--- src/rtl/lu_serial_ctrl.sv ---
// lu_serial_ctrl
//   Bit-serial sequencer for an external 1-bit, 7-operation logic unit.
//   A WIDTH-bit operand pair and a 3-bit op code are captured on start and
//   presented to the logic unit one bit per clock, LSB first. The 1-bit
//   results are shifted into a result word, which is published in the DONE
//   cycle together with a one-cycle done pulse.
//
// Ports
//   clk     in   system clock, rising edge
//   rst_n   in   asynchronous active-low reset
//   start   in   operation request, sampled only in IDLE
//   op      in   [2:0] 000 NOT a, 001 AND, 010 NAND, 011 XOR, 100 XNOR,
//                101 OR, 110 NOR, 111 illegal
//   a, b    in   [WIDTH-1:0] operands, sampled with start
//   lu_a    out  operand A bit to the logic unit
//   lu_b    out  operand B bit to the logic unit
//   lu_sel  out  [2:0] op code to the logic unit
//   lu_s    in   logic unit result (combinational from lu_a/lu_b/lu_sel)
//   busy    out  high in RUN and DONE
//   done    out  one-cycle completion pulse
//   err     out  one-cycle pulse after an illegal op request
//   result  out  [WIDTH-1:0] last completed result word
//
// Handshake: start acts as a valid with !busy as its ready. A request is
// taken only on a rising edge where the block is IDLE; requests while busy
// are dropped, not queued. a, b and op need only be stable on that edge.

module lu_serial_ctrl #(
    parameter int WIDTH = 8
) (
    input  logic             clk,
    input  logic             rst_n,
    input  logic             start,
    input  logic [2:0]       op,
    input  logic [WIDTH-1:0] a,
    input  logic [WIDTH-1:0] b,
    output logic             lu_a,
    output logic             lu_b,
    output logic [2:0]       lu_sel,
    input  logic             lu_s,
    output logic             busy,
    output logic             done,
    output logic             err,
    output logic [WIDTH-1:0] result
);

    localparam int CW = $clog2(WIDTH) + 1;
    localparam logic [2:0] OP_ILLEGAL = 3'b111;
    localparam logic [CW-1:0] CNT_LAST = CW'(WIDTH - 1);

    typedef enum logic [1:0] {
        IDLE = 2'd0,
        RUN  = 2'd1,
        DONE = 2'd2
    } state_t;

    state_t           state;
    state_t           state_nx;
    logic [WIDTH-1:0] a_sh;
    logic [WIDTH-1:0] b_sh;
    logic [WIDTH-1:0] result_sh;
    logic [2:0]       op_r;
    logic [CW-1:0]    cnt;
    logic             err_r;

    logic             accept;
    logic             reject;
    logic             last_bit;
    logic [WIDTH-1:0] result_sh_nx;

    assign accept       = (state == IDLE) && start && (op != OP_ILLEGAL);
    assign reject       = (state == IDLE) && start && (op == OP_ILLEGAL);
    assign last_bit     = (state == RUN) && (cnt == CNT_LAST);
    // The newest logic-unit bit enters at the MSB, so after WIDTH shifts
    // the bit computed from operand bit 0 has reached result bit 0.
    assign result_sh_nx = {lu_s, result_sh[WIDTH-1:1]};

    // State register
    always_ff @(posedge clk or negedge rst_n) begin
        if (!rst_n) begin
            state <= IDLE;
        end else begin
            state <= state_nx;
        end
    end

    // Next state and logic-unit / status outputs
    always_comb begin
        state_nx = state;
        lu_a     = 1'b0;
        lu_b     = 1'b0;
        lu_sel   = 3'b000;
        busy     = 1'b0;
        done     = 1'b0;
        unique case (state)
            IDLE: begin
                if (accept) begin
                    state_nx = RUN;
                end
            end
            RUN: begin
                busy   = 1'b1;
                lu_a   = a_sh[0];
                lu_b   = b_sh[0];
                lu_sel = op_r;
                if (last_bit) begin
                    state_nx = DONE;
                end
            end
            DONE: begin
                busy     = 1'b1;
                done     = 1'b1;
                state_nx = IDLE;
            end
            default: begin
                state_nx = IDLE;
            end
        endcase
    end

    // Datapath: operand shifters, bit counter, result assembly, err pulse
    always_ff @(posedge clk or negedge rst_n) begin
        if (!rst_n) begin
            a_sh      <= '0;
            b_sh      <= '0;
            result_sh <= '0;
            op_r      <= '0;
            cnt       <= '0;
            err_r     <= 1'b0;
            result    <= '0;
        end else begin
            err_r <= reject;
            if (accept) begin
                a_sh      <= a;
                b_sh      <= b;
                op_r      <= op;
                cnt       <= '0;
                result_sh <= '0;
            end else if (state == RUN) begin
                a_sh      <= a_sh >> 1;
                b_sh      <= b_sh >> 1;
                cnt       <= cnt + 1'b1;
                result_sh <= result_sh_nx;
                if (last_bit) begin
                    result <= result_sh_nx;
                end
            end
        end
    end

    assign err = err_r;

endmodule

--- config.mk ---
export PLATFORM = sky130hd
export DESIGN_NAME = lu_serial_ctrl
export DESIGN_NICKNAME = d
export VERILOG_FILES = /design/src/rtl/lu_serial_ctrl.sv
export SDC_FILE = /design/constraint.sdc
export NUM_CORES = 1
export LEC_CHECK = 0
export BUFFER_PORTS_ARGS = -buffer_cell sky130_fd_sc_hd__buf_4
export CORE_MARGIN = 4
export CORE_UTILIZATION = 50
export DETAILED_ROUTE_END_ITERATION = 16
export PLACE_DENSITY = 0.85
export SLEW_MARGIN = 20
export SYNTH_ARGS = -nofsm -noshare
export SYNTH_HDL_FRONTEND = slang
export SYNTH_SLANG_ARGS = --single-unit
export TNS_END_PERCENT = 50
--- constraint.sdc ---
create_clock -name clk -period 4.3 [get_ports clk]
set_clock_uncertainty 0.1 [all_clocks]
set_input_delay 1.075 -clock clk [delete_from_list [all_inputs] [get_ports clk]]
set_output_delay 1.075 -clock clk [all_outputs]
set_load 0.01 [all_outputs]
# Yosys cells after proc, flatten, opt, wreduce, memory -nomap -nowiden
# Index checks and enable logic that the tools add are counted.
[classes] n_eq_ne=7 mul=0 n_bitwise=1 n_lt_le_gt_ge=0 reduce_logical=9 mux=16 n_shift=0 div_mod_pow=0 n_addsub=1
[ops] cell="$mux 8" count=6
[ops] cell="$mux 4" count=2
[ops] cell="$add 4x1->4 const B" count=1
[ops] cell="$eq 4x3->1 const B" count=1
[ops] cell="$logic_and 1x1->1" count=4
[ops] cell="$mux 1" count=4
[ops] cell="$mux 2" count=2
[ops] cell="$ne 2x2->1 const B" count=2
[ops] cell="$pmux 2 s2" count=1
[ops] cell="$eq 3x3->1 const B" count=1
[ops] cell="$mux 3" count=1
[ops] cell="$ne 3x3->1 const B" count=1
[ops] cell="$reduce_and 3->1" count=1
[ops] cell="$eq 2x1->1 const B" count=1
[ops] cell="$eq 2x2->1 const B" count=1
[ops] cell="$logic_not 2->1" count=1
[ops] cell="$reduce_and 2->1" count=1
[ops] cell="$reduce_bool 2->1" count=1
[ops] cell="$reduce_or 2->1" count=1
[ops] cell="$not 1->1" count=1
[word_totals] mem_bits_rw=0 output_inout_bits=16 romBits=0 in_bits=23 regBits=42 wordCells=42 n_memories=0 latchBits=0

# Logic depth before layout (Yosys ltp)
# Gate-level depths: netlist (run 1).
[logic_depth] ltp_word=5 ltp_mapped=7 depth_no_buf=5

# Least setup slack after synthesis (run 1)
# No wires, ideal clock.
[synth_path] path_kind="input-to-reg" from="input start" to="register result[7]" t_arrival_ps=2257 setup_slack_ps=1818 stages=4 setup_ps=125 n_path_buf=1 cell_sequence="and2_4 buf_6 a2111oi_4 mux2_2"
[synth_between] elab_chain_cells=4
[synth_rtl] element="start: declaration" line="33" rtl="input logic start,"
[synth_rtl] element="$logic_and 1x1->1 (2 in series)" line="71" rtl="assign accept = (state == IDLE) && start && (op != OP_ILLEGAL);"
[synth_rtl] element="$not 1->1 (no source line)"
[synth_rtl] element="$reduce_and 3->1 (no source line)"
[synth_rtl] element="end signal: assignment" line="145" rtl="result <= result_sh_nx;"
[synth_rtl] element="end: declaration" line="44" rtl="output logic [WIDTH-1:0] result"
# No other way between the ends.
# A chain may end at the register's enable or synchronous reset.

# Worst setup path in the final report (run 1)
[layout_path] from="register state[1]" to="output lu_a"
[layout_between] elab_chain_cells=2
[layout_rtl] element="start: declaration" line="57" rtl="state_t state;"
[layout_rtl] element="start signal: assignment" line="83" rtl="state <= state_nx;"
[layout_rtl] element="$eq 2x1->1" line="95" rtl="unique case (state)"
[layout_rtl] element="$mux 1" line="95"
[layout_rtl] element="end: declaration" line="37" rtl="output logic lu_a,"
# No other way between the ends.

==> results.tsv, run 1 <==
stage	metric	value	unit
status	status	finished, final reports clean	
routing	firstDrtPassIters	4	
synthesis	synth-seq-cells	41	
sta	setup_viol	0	
place	dp_hpwl	2.45	mm
worst_setup_path	cp_max_fo	35	
synthesis	syn_nets	190	
power_and_ir_drop	p_leak	1.07	nW
global_routing	grt_max_degree	42	
worst_setup_path	rrSetupSlack	1.46	ns
min_path	hold-path-endpoint	op_r[0]	
routing	drc	0	
clock_network	cts_hold_buf	0	
sta	fmax	0.323	GHz
worst_setup_path	cpMaxStageDelayCell	ha_2	
worst_setup_path	startpoint_type	flip-flop	
sta	relSlewSlack	0.330	
worst_setup_path	r2r_end	result[4]	
power_and_ir_drop	p_seq_frac	0.442	
clock_network	cts_resized	0	
global_routing	first_global_vias	1309	
sta	fin_crit_sh	0.721	
synthesis	synth.avg_cell_area	11.7	µm²
power_and_ir_drop	max-vdd-ir-drop	0.000322	V
worst_setup_path	cp_slowest_stage_delay	0.77	ns
global_routing	grt_pass1_wl	6.31	mm
worst_setup_path	required	3.12	ns
global_routing	antenna_found_initial	0	
place	gp_congestion	0.723	
routing	antenna_left	0	
finish	diodes	0	
floorplan	die_area	4830	µm²
power_and_ir_drop	netSwitchingFraction	0.335	
synthesis	yosysSeqAreaShare	0.542	
clock_network	clk_pin_slew_worst_paths	0.08	ns
sta	rsz0062_at_grt	false	
floorplan	core_area	3660	µm²
floorplan	dieWidth	69.5	µm
floorplan	die_y	69.5	µm
sta	hold_viol	0	
routing	vias_per_cell	5.30	
min_path	min_from	op_r[0]	
finish	mostFrequentLayoutCells	41 x dfrtp_1, 38 x buf_4, 22 x mux2i_1	
worst_setup_path	worstSetupStartpoint	state[1]	
run	drv_cap	0	
synthesis	synth_area_leader_cell	dfrtp_1	
power_and_ir_drop	power	1.32	mW
floorplan	ios	39	
synthesis	synth.top_cell.area_share	0.542	
finish	nets	225	
sta	layout_min_cycle_time	3.10	ns
finish	layout.cells.most_common	dfrtp_1	
synthesis	synth_area_leaders	dfrtp_1 54%, mux2i_1 12%, mux2_2 5.4%, nand3_1 4.2%, o21ai_0 4.2%	
min_path	hold_depth	1	
finish	area_growth	21.4	%
power_and_ir_drop	power_switching	0.441	mW
worst_setup_path	critical_path.endpoint_type	primary output	
clock_network	tritoncts	built	
clock_network	post_cts_buffers	0	
place	placedCellCount	238	
worst_setup_path	crit_type	reg -> out	
routing	routed_wl	3.52	mm
routing	drtIter0Drc	115	
synthesis	synth_cell_types	29	
place	port_buffers	38	
power_and_ir_drop	pwr-share-clk	0.210	
sta	fin_ws	1.20	ns
power_and_ir_drop	pwr-share-comb	0.347	
sta	drv_slew	0	
floorplan	initial_core_util	0.517	
place	dp_slack	1.44	ns
sta	holdWs	0.394	ns
worst_setup_path	critPathArrivalTime	1.92	ns
min_path	hold_path.class	reg -> reg	
clock_network	max-clock-path-buffers	2	
power_and_ir_drop	powerDensity	575	nW/µm²
clock_network	numCtsBuffers	5	
synthesis	synth_edf_count	0	
clock_network	cts-root-buf	clkbuf_8	
power_and_ir_drop	p_int	0.878	mW
global_routing	grt-ovfl-total	0	
finish	layout-drive-gt1-share	0.308	
routing	wl_per_cell	14.3	µm
sta	tns	0	ns
sta	worstMarginPinSlew	1.00	ns
synthesis	syn-cell-area	1890	µm²
synthesis	synthCells	162	
worst_setup_path	rr_startpoint	state[1]	
clock_network	clkLatencyLatePin	0.30	ns
synthesis	yosysWarnings	0	
synthesis	synth_ff_type	dfrtp_1	
clock_network	cts_num_sinks	41	
finish	stdcell_count	246	
worst_setup_path	r2r_cells	5	
synthesis	synthArstFlopShare	1.00	
floorplan	fp-row-count	22	
routing	num_vias	1305	
clock_network	htreeDepth	2	
worst_setup_path	crit_chain	inv_1 -> ha_2 -> and2_1 -> buf_4	
global_routing	globalRouteTotalUtil	0.165	
## worst max-delay path: cells and delay by family (launching register included)
family                     cells  cell delay (ns)
buffers and inverters          2             0.23
and+or+nand+nor                1             0.23
DFF                            1             0.39
adders and majority gates      1             0.77
## metal layers
layer | track usage | up-vias | routed length, µm
met1 | 0.208 | 634 | 1500
met4 | 0.0456 | 0 | 38
met3 | 0.0652 | 4 | 217
met2 | 0.262 | 31 | 1770
li1 | - | 636 | -
met5 | 0 | - | 0
## cell families after synthesis
group,synth area share
flops,0.542
compound gates,0.0873
fa+ha+maj,0.0331
xor+xnor,0.0139
simple gates,0.120
mux,0.170
buf+inv,0.0331
## cells in the mapped netlist (2+ instances only)
cell	instances
and2_1	5
dfrtp_1	41
buf_2	2
mux2_2	9
o22a_1	3
xnor2_1	2
nor2_1	13
nand2b_1	2
ha_1	5
inv_1	4
clkbuf_1	6
o21ai_0	16
nand2_1	2
mux2i_1	22
nand3_1	16
## worst max path at each step
stage	endpoint	slack, ns	cells past startpoint
floorplan	result[7]	1.82	4
global placement	result[1]	1.45	4
detailed placement	result[4]	1.44	4
CTS	lu_sel[0]	1.17	4
global route	lu_a	1.06	4
finish	lu_a	1.20	4
## flip-flops by register name, indices dropped and copies added, names as in the netlist
name and count:
a_sh 8, b_sh 8, result 8, result_sh 7
cnt 4, op_r 3, state 2, err 1
## per-stage QoR
stage                     utilization  area, µm²
after floorplan                     -       1890
after global placement          0.599       2190
after detailed placement        0.599       2190
after CTS                       0.627       2300
after global routing            0.627       2300
final                           0.627       2300
## cell type report
class	instances	area, µm²
Fill cell	303	1370
Multi-Input combinational cell	107	808
Clock buffer	7	96.3
Sequential cell	41	1030
Inverter	4	15.0
Timing Repair Buffer	38	285
Tap cell	48	60.1
Clock inverter	1	5.00
## power groups by stage
| stage | registers, mW | clock network (mW) | logic (mW) |
|---|---|---|---|
| after floorplan | 0.570 | 0 | 0.346 |
| after global placement | 0.585 | 0 | 0.444 |
| after detailed placement | 0.592 | 0 | 0.465 |
| after CTS | 0.584 | 0.285 | 0.467 |
| after global routing | 0.601 | 0.305 | 0.523 |
| final | 0.584 | 0.277 | 0.458 |
(Power assumes the default switching activity.)
==> run 2: changes to the inputs <==
clock period = 3.25 ns   (was 4.3 ns; I/O delays follow)
==> run 2 against run 1 <==
Net effect:
- via count increased by 0.84%
- critical endpoint unchanged
- sequential cell count unchanged
- power increased by 29%
- non-clock buffer count increased by 3
- sequential power increased by 32%
- utilization about the same
- global-route usage decreased by 0.58 points
- highest routed layer unchanged
- setup slack got worse by 0.40 ns
- worst hold slack got worse by 0.0026 ns
==> results.tsv, run 2 (synthesis results as in run 1) <==
stage	metric	value	unit
run	drv_cap	0	
worst_setup_path	critPathArrivalTime	1.54	ns
finish	area_growth	21.4	%
clock_network	tritoncts	built	
sta	setup_viol	0	
sta	rsz0062_at_grt	false	
global_routing	grt-ovfl-total	0	
sta	drv_slew	0	
clock_network	cts_hold_buf	0	
power_and_ir_drop	powerDensity	740	nW/µm²
global_routing	first_global_vias	1339	
clock_network	clk_pin_slew_worst_paths	0.08	ns
floorplan	fp-row-count	22	
sta	layout_min_cycle_time	2.45	ns
sta	relSlewSlack	0.592	
clock_network	post_cts_buffers	0	
floorplan	core_area	3660	µm²
worst_setup_path	critical_path.endpoint_type	primary output	
clock_network	htreeDepth	2	
finish	mostFrequentLayoutCells	41 x dfrtp_1, 41 x buf_4, 22 x mux2i_1	
routing	wl_per_cell	14.2	µm
floorplan	die_area	4830	µm²
clock_network	cts_num_sinks	41	
finish	layout-drive-gt1-share	0.303	
place	port_buffers	38	
finish	reg_top3	a_sh (8), b_sh (8), result (8)	
worst_setup_path	crit_type	reg -> out	
clock_network	numCtsBuffers	5	
sta	tns	0	ns
global_routing	grt_pass1_wl	6.24	mm
sta	hold_viol	0	
worst_setup_path	startpoint_type	flip-flop	
finish	nets	228	
global_routing	globalRouteTotalUtil	0.159	
global_routing	grt_max_degree	42	
worst_setup_path	required	2.34	ns
floorplan	dieWidth	69.5	µm
sta	fmax	0.407	GHz
worst_setup_path	cp_max_fo	18	
min_path	hold_path.class	in -> async	
clock_network	max-clock-path-buffers	2	
place	placed_area	2220	µm²
routing	num_vias	1316	
power_and_ir_drop	max-vdd-ir-drop	0.000394	V
routing	firstDrtPassIters	4	
finish	diodes	0	
routing	vias_per_cell	5.29	
routing	antenna_left	0	
routing	drtIter0Drc	78	
clock_network	clkLatencyLatePin	0.29	ns
status	status	finished, final reports clean	
place	dp_hpwl	2.49	mm
floorplan	die_y	69.5	µm
floorplan	initial_core_util	0.517	
finish	fin_area	2300	µm²
clock_network	cts_resized	0	
routing	routed_wl	3.54	mm
routing	drc	0	
global_routing	antenna_found_initial	0	
floorplan	ios	39	
sta	worstMarginPinSlew	0.612	ns
clock_network	cts-root-buf	clkbuf_8	
place	gp_congestion	0.691	
power_and_ir_drop	p_leak	1.08	nW
sta	fin_crit_sh	0.755	
run 2: layout make-up:
type / count / area [µm²]
tap: 48 / 60.1
clock buffer: 8 / 80.1
fill: 310 / 1360
sequential: 41 / 1030
multi-input combinational: 107 / 808
timing repair buffer: 41 / 308
inverter: 4 / 15.0
run 2: final timing paths:
check | slack, ns | end | start | cells past startpoint
min in group clk | 0.39 | op_r[0] | op_r[0] | 1
hold / removal | 0.39 | b_sh[0] | rst_n | 1
max in group asynchronous | 2.30 | result[0] | rst_n | 1
setup reg to reg | 0.85 | result[3] | state[1] | 5
hold reg to reg | 0.39 | op_r[0] | op_r[0] | 1
setup / recovery | 0.80 | lu_a | state[1] | 4
run 2: through the flow:
step                 util  power [mW]  hold WS (ns)  worst slack [ns]  instances
floorplan               -        1.21         0.352              1.03        162
global placement    0.606        1.38         0.384             0.672        241
detailed placement  0.606        1.40         0.374             0.668        241
CTS                 0.627        1.72         0.391             0.770        249
global route        0.627        1.83         0.416             0.679        249
finish              0.627        1.70         0.391             0.796        249
run 2: power breakdown:
part / total [mW] / leakage [nW] / internal, mW / switching [mW]
registers: 0.770 / 0.531 / 0.675 / 0.0956
clock network: 0.316 / 0.0395 / 0.153 / 0.164
logic: 0.613 / 0.505 / 0.306 / 0.307
run 2: worst max-delay path, cell delays in order, from the launching register on:
cell and delay (ns):
dfrtp_1 0.39, inv_1 0.10, ha_2 0.45, and2_1 0.19
buf_4 0.12
run 2: per-layer routing:
layer	GRT usage	vias to the layer above	routed length, µm
met5	0	-	0
met4	0.0390	0	55
met3	0.0551	7	217
met2	0.253	39	1650
met1	0.208	629	1610
li1	-	641	-
==> run 3: changes to the inputs <==
ABC_AREA = 1   (was not set)
CORE_UTILIZATION = 49   (was 50)
PLACE_DENSITY = 0.86   (was 0.85)
clock period = 2 ns   (was 3.25 ns; I/O delays follow)
==> run 3 against run 2 <==
Net effect:
- utilization up 2.1 points
- power grew 86%
- global-route usage is 1.2 points higher
- sequential share of layout area down 2.7 points
- area after synthesis is 4.6% higher
- critical path type unchanged
==> results.tsv, run 3 <==
stage	metric	value	unit
sta	setup_viol	0	
synthesis	synth_fa_ha_area_frac	0.0316	
clock_network	post_cts_buffers	0	
clock_network	max-clock-path-buffers	2	
synthesis	synth_xor_area_frac	0	
global_routing	first_global_vias	1533	
worst_setup_path	critical_path.endpoint_type	primary output	
global_routing	grt_max_degree	42	
finish	regArea	1030	µm²
finish	layout-drive-gt1-share	0.227	
worst_setup_path	cp_slowest_stage_delay	0.44	ns
power_and_ir_drop	netSwitchingFraction	0.359	
sta	rsz0062_at_grt	false	
finish	mostFrequentLayoutCells	92 x nand2_1, 54 x nand3_1, 42 x buf_4	
worst_setup_path	crit_chain	ha_4 -> buf_12 -> nand2_1 -> inv_1 -> buf_4	
worst_setup_path	cp_max_fo	16	
sta	fin_crit_sh	0.959	
worst_setup_path	critPathArrivalTime	1.32	ns
worst_setup_path	worst-path-buf-inv	3	
power_and_ir_drop	powerDensity	1290	nW/µm²
floorplan	initial_core_util	0.525	
finish	n_fill_cell	308	
power_and_ir_drop	max-vdd-ir-drop	0.000737	V
clock_network	clk_pin_slew_worst_paths	0.07	ns
min_path	hold_path.class	in -> async	
finish	nets	305	
global_routing	antenna_found_initial	0	
routing	antenna_left	0	
floorplan	die_area	5120	µm²
routing	num_vias	1652	
synthesis	synth_area_leaders	dfrtp_1 52%, nand2_1 17%, nand3_1 14%, inv_1 3.2%, ha_1 3.2%	
sta	worstMarginPinSlew	0.520	ns
sta	layout_min_cycle_time	1.92	ns
power_and_ir_drop	p_seq_frac	0.398	
synthesis	yosysSeqAreaShare	0.519	
routing	wl_per_cell	12.3	µm
finish	multiInputGateArea	800	µm²
global_routing	grt-ovfl-total	0	
sta	drv_slew	0	
worst_setup_path	startpoint_type	flip-flop	
routing	vias_per_cell	5.07	
power_and_ir_drop	power_switching	1.13	mW
place	gp_congestion	0.747	
synthesis	synth_cell_types	18	
power_and_ir_drop	p_leak	1.41	nW
status	status	finished, final reports clean	
finish	fin_area	2440	µm²
global_routing	globalRouteTotalUtil	0.171	
global_routing	grt_pass1_wl	6.84	mm
finish	layout.cells.most_common	nand2_1	
clock_network	cts_num_sinks	41	
synthesis	yosys-top-cells-count	92 x nand2_1, 54 x nand3_1, 41 x dfrtp_1	
finish	area_growth	23.6	%
power_and_ir_drop	p_int	2.03	mW
clock_network	htreeDepth	2	
synthesis	syn_nets	266	
worst_setup_path	crit_type	reg -> out	
finish	reg_top3	a_sh (8), b_sh (8), result (8)	
clock_network	clkLatencyLatePin	0.29	ns
synthesis	yosysWarnings	0	
floorplan	die_y	71.5	µm
clock_network	tritoncts	built	
power_and_ir_drop	pwr-share-clk	0.215	
floorplan	ios	39	
synthesis	synthCells	238	
synthesis	synth.top_cell.area_share	0.519	
place	dp_hpwl	2.64	mm
run	drv_cap	0	
routing	drc	0	
synthesis	synth_edf_count	0	
floorplan	fp-row-count	22	
synthesis	synth_compound_area_frac	0.00506	
place	placed_area	2280	µm²
synthesis	synthMuxAreaShare	0	
synthesis	synth_area_leader_cell	dfrtp_1	
synthesis	yosysMostFrequentCell	nand2_1	
clock_network	numCtsBuffers	5	
floorplan	dieWidth	71.5	µm
sta	fmax	0.522	GHz
synthesis	synth_ff_type	dfrtp_1	
clock_network	cts-root-buf	clkbuf_8	
synthesis	synth_top_family_by_area	simple AND/OR/NAND/NOR gates	
sta	tns	0	ns
worst_setup_path	required	1.40	ns
synthesis	synthSimpleGateAreaFrac	0.361	
sta	hold_viol	0	
sta	relSlewSlack	0.653	
finish	diodes	0	
synthesis	synthArstFlopShare	1.00	
routing	drtIter0Drc	117	
power_and_ir_drop	pwr-share-comb	0.387	
synthesis	synth-seq-cells	41	
worst_setup_path	cpMaxStageDelayCell	dfrtp_1	
routing	firstDrtPassIters	4	
floorplan	core_area	3770	µm²
routing	routed_wl	4.01	mm
synthesis	synth.avg_cell_area	8.31	µm²
synthesis	syn-cell-area	1980	µm²
worst_setup_path	cp_top_family	flip-flops	
place	port_buffers	38	
clock_network	cts_hold_buf	0	
## run 3: changes by cell type after synthesis, moves of 5 or more
cell / before / now
inv_1: 4 / 17
mux2_2: 9 / 0
and2_1: 5 / 0
nand3_1: 16 / 54
nor2_1: 13 / 4
mux2i_1: 22 / 0
nand2_1: 2 / 92
o21ai_0: 16 / 0
buf_4: 0 / 7
clkbuf_1: 6 / 0
## run 3: layout make-up
cell class | count | share of cell area
tap | 48 | 0.0246
inverter | 20 | 0.0307
timing repair buffer | 44 | 0.150
clock inverter | 1 | 0.0123
clock buffer | 7 | 0.0353
multi-input combinational | 165 | 0.327
sequential | 41 | 0.420
## run 3: layer usage
layer | share of wire | vias up | global-route usage
li1 | - | 831 | -
met1 | 0.46 | 769 | 0.218
met2 | 0.46 | 47 | 0.272
met3 | 0.066 | 5 | 0.0407
met4 | 0.020 | 0 | 0.0814
met5 | 0 | - | 0
## run 3: cells by family (layout without fill, tap and decap cells)
family / after synthesis / count (layout)
compound gates: 2 / 2
buf+inv: 32 / 72
fa+ha+maj: 5 / 5
flops: 41 / 41
simple gates: 158 / 158
## run 3: metrics by stage
stage | hold WS, ns | std cells | setup WS, ns | total power, mW | utilization
finish | 0.0833 | 326 | 0.0830 | 3.16 | 0.648
floorplan | 0.104 | 238 | 0.240 | 2.08 | -
global placement | 0.356 | 317 | 0.327 | 2.35 | 0.606
CTS | 0.0891 | 326 | 0.0144 | 3.19 | 0.648
detailed placement | 0.361 | 317 | 0.273 | 2.39 | 0.606
global route | 0.117 | 326 | 0.00331 | 3.40 | 0.648
## run 3: worst paths after layout
path / startpoint / to / slack, ns / cells after the start
hold / removal: rst_n / result_sh[1] / 0.08 / 1
min in group clk: b[7] / b_sh[7] / 0.31 / 3
hold reg to reg: result[6] / result[6] / 0.37 / 2
max in group asynchronous: rst_n / state[1] / 1.36 / 1
setup / recovery: state[0] / lu_sel[0] / 0.08 / 5
setup reg to reg: state[0] / result[3] / 0.30 / 9
## run 3: power groups by stage
stage          logic [mW]  registers, mW  clock network (mW)
2_1_floorplan       0.848           1.23                   0
3_3_place_gp         1.09           1.25                   0
3_5_place_dp         1.13           1.26                   0
4_1_cts              1.23           1.25               0.700
5_1_grt              1.39           1.29               0.723
6_report             1.22           1.26               0.679
## run 3: what timing repair did
action,in CTS,in global routing
gates resized for setup,2,1
endpoints found under the setup margin,5,5
cloned,1,0
pin swaps,0,0
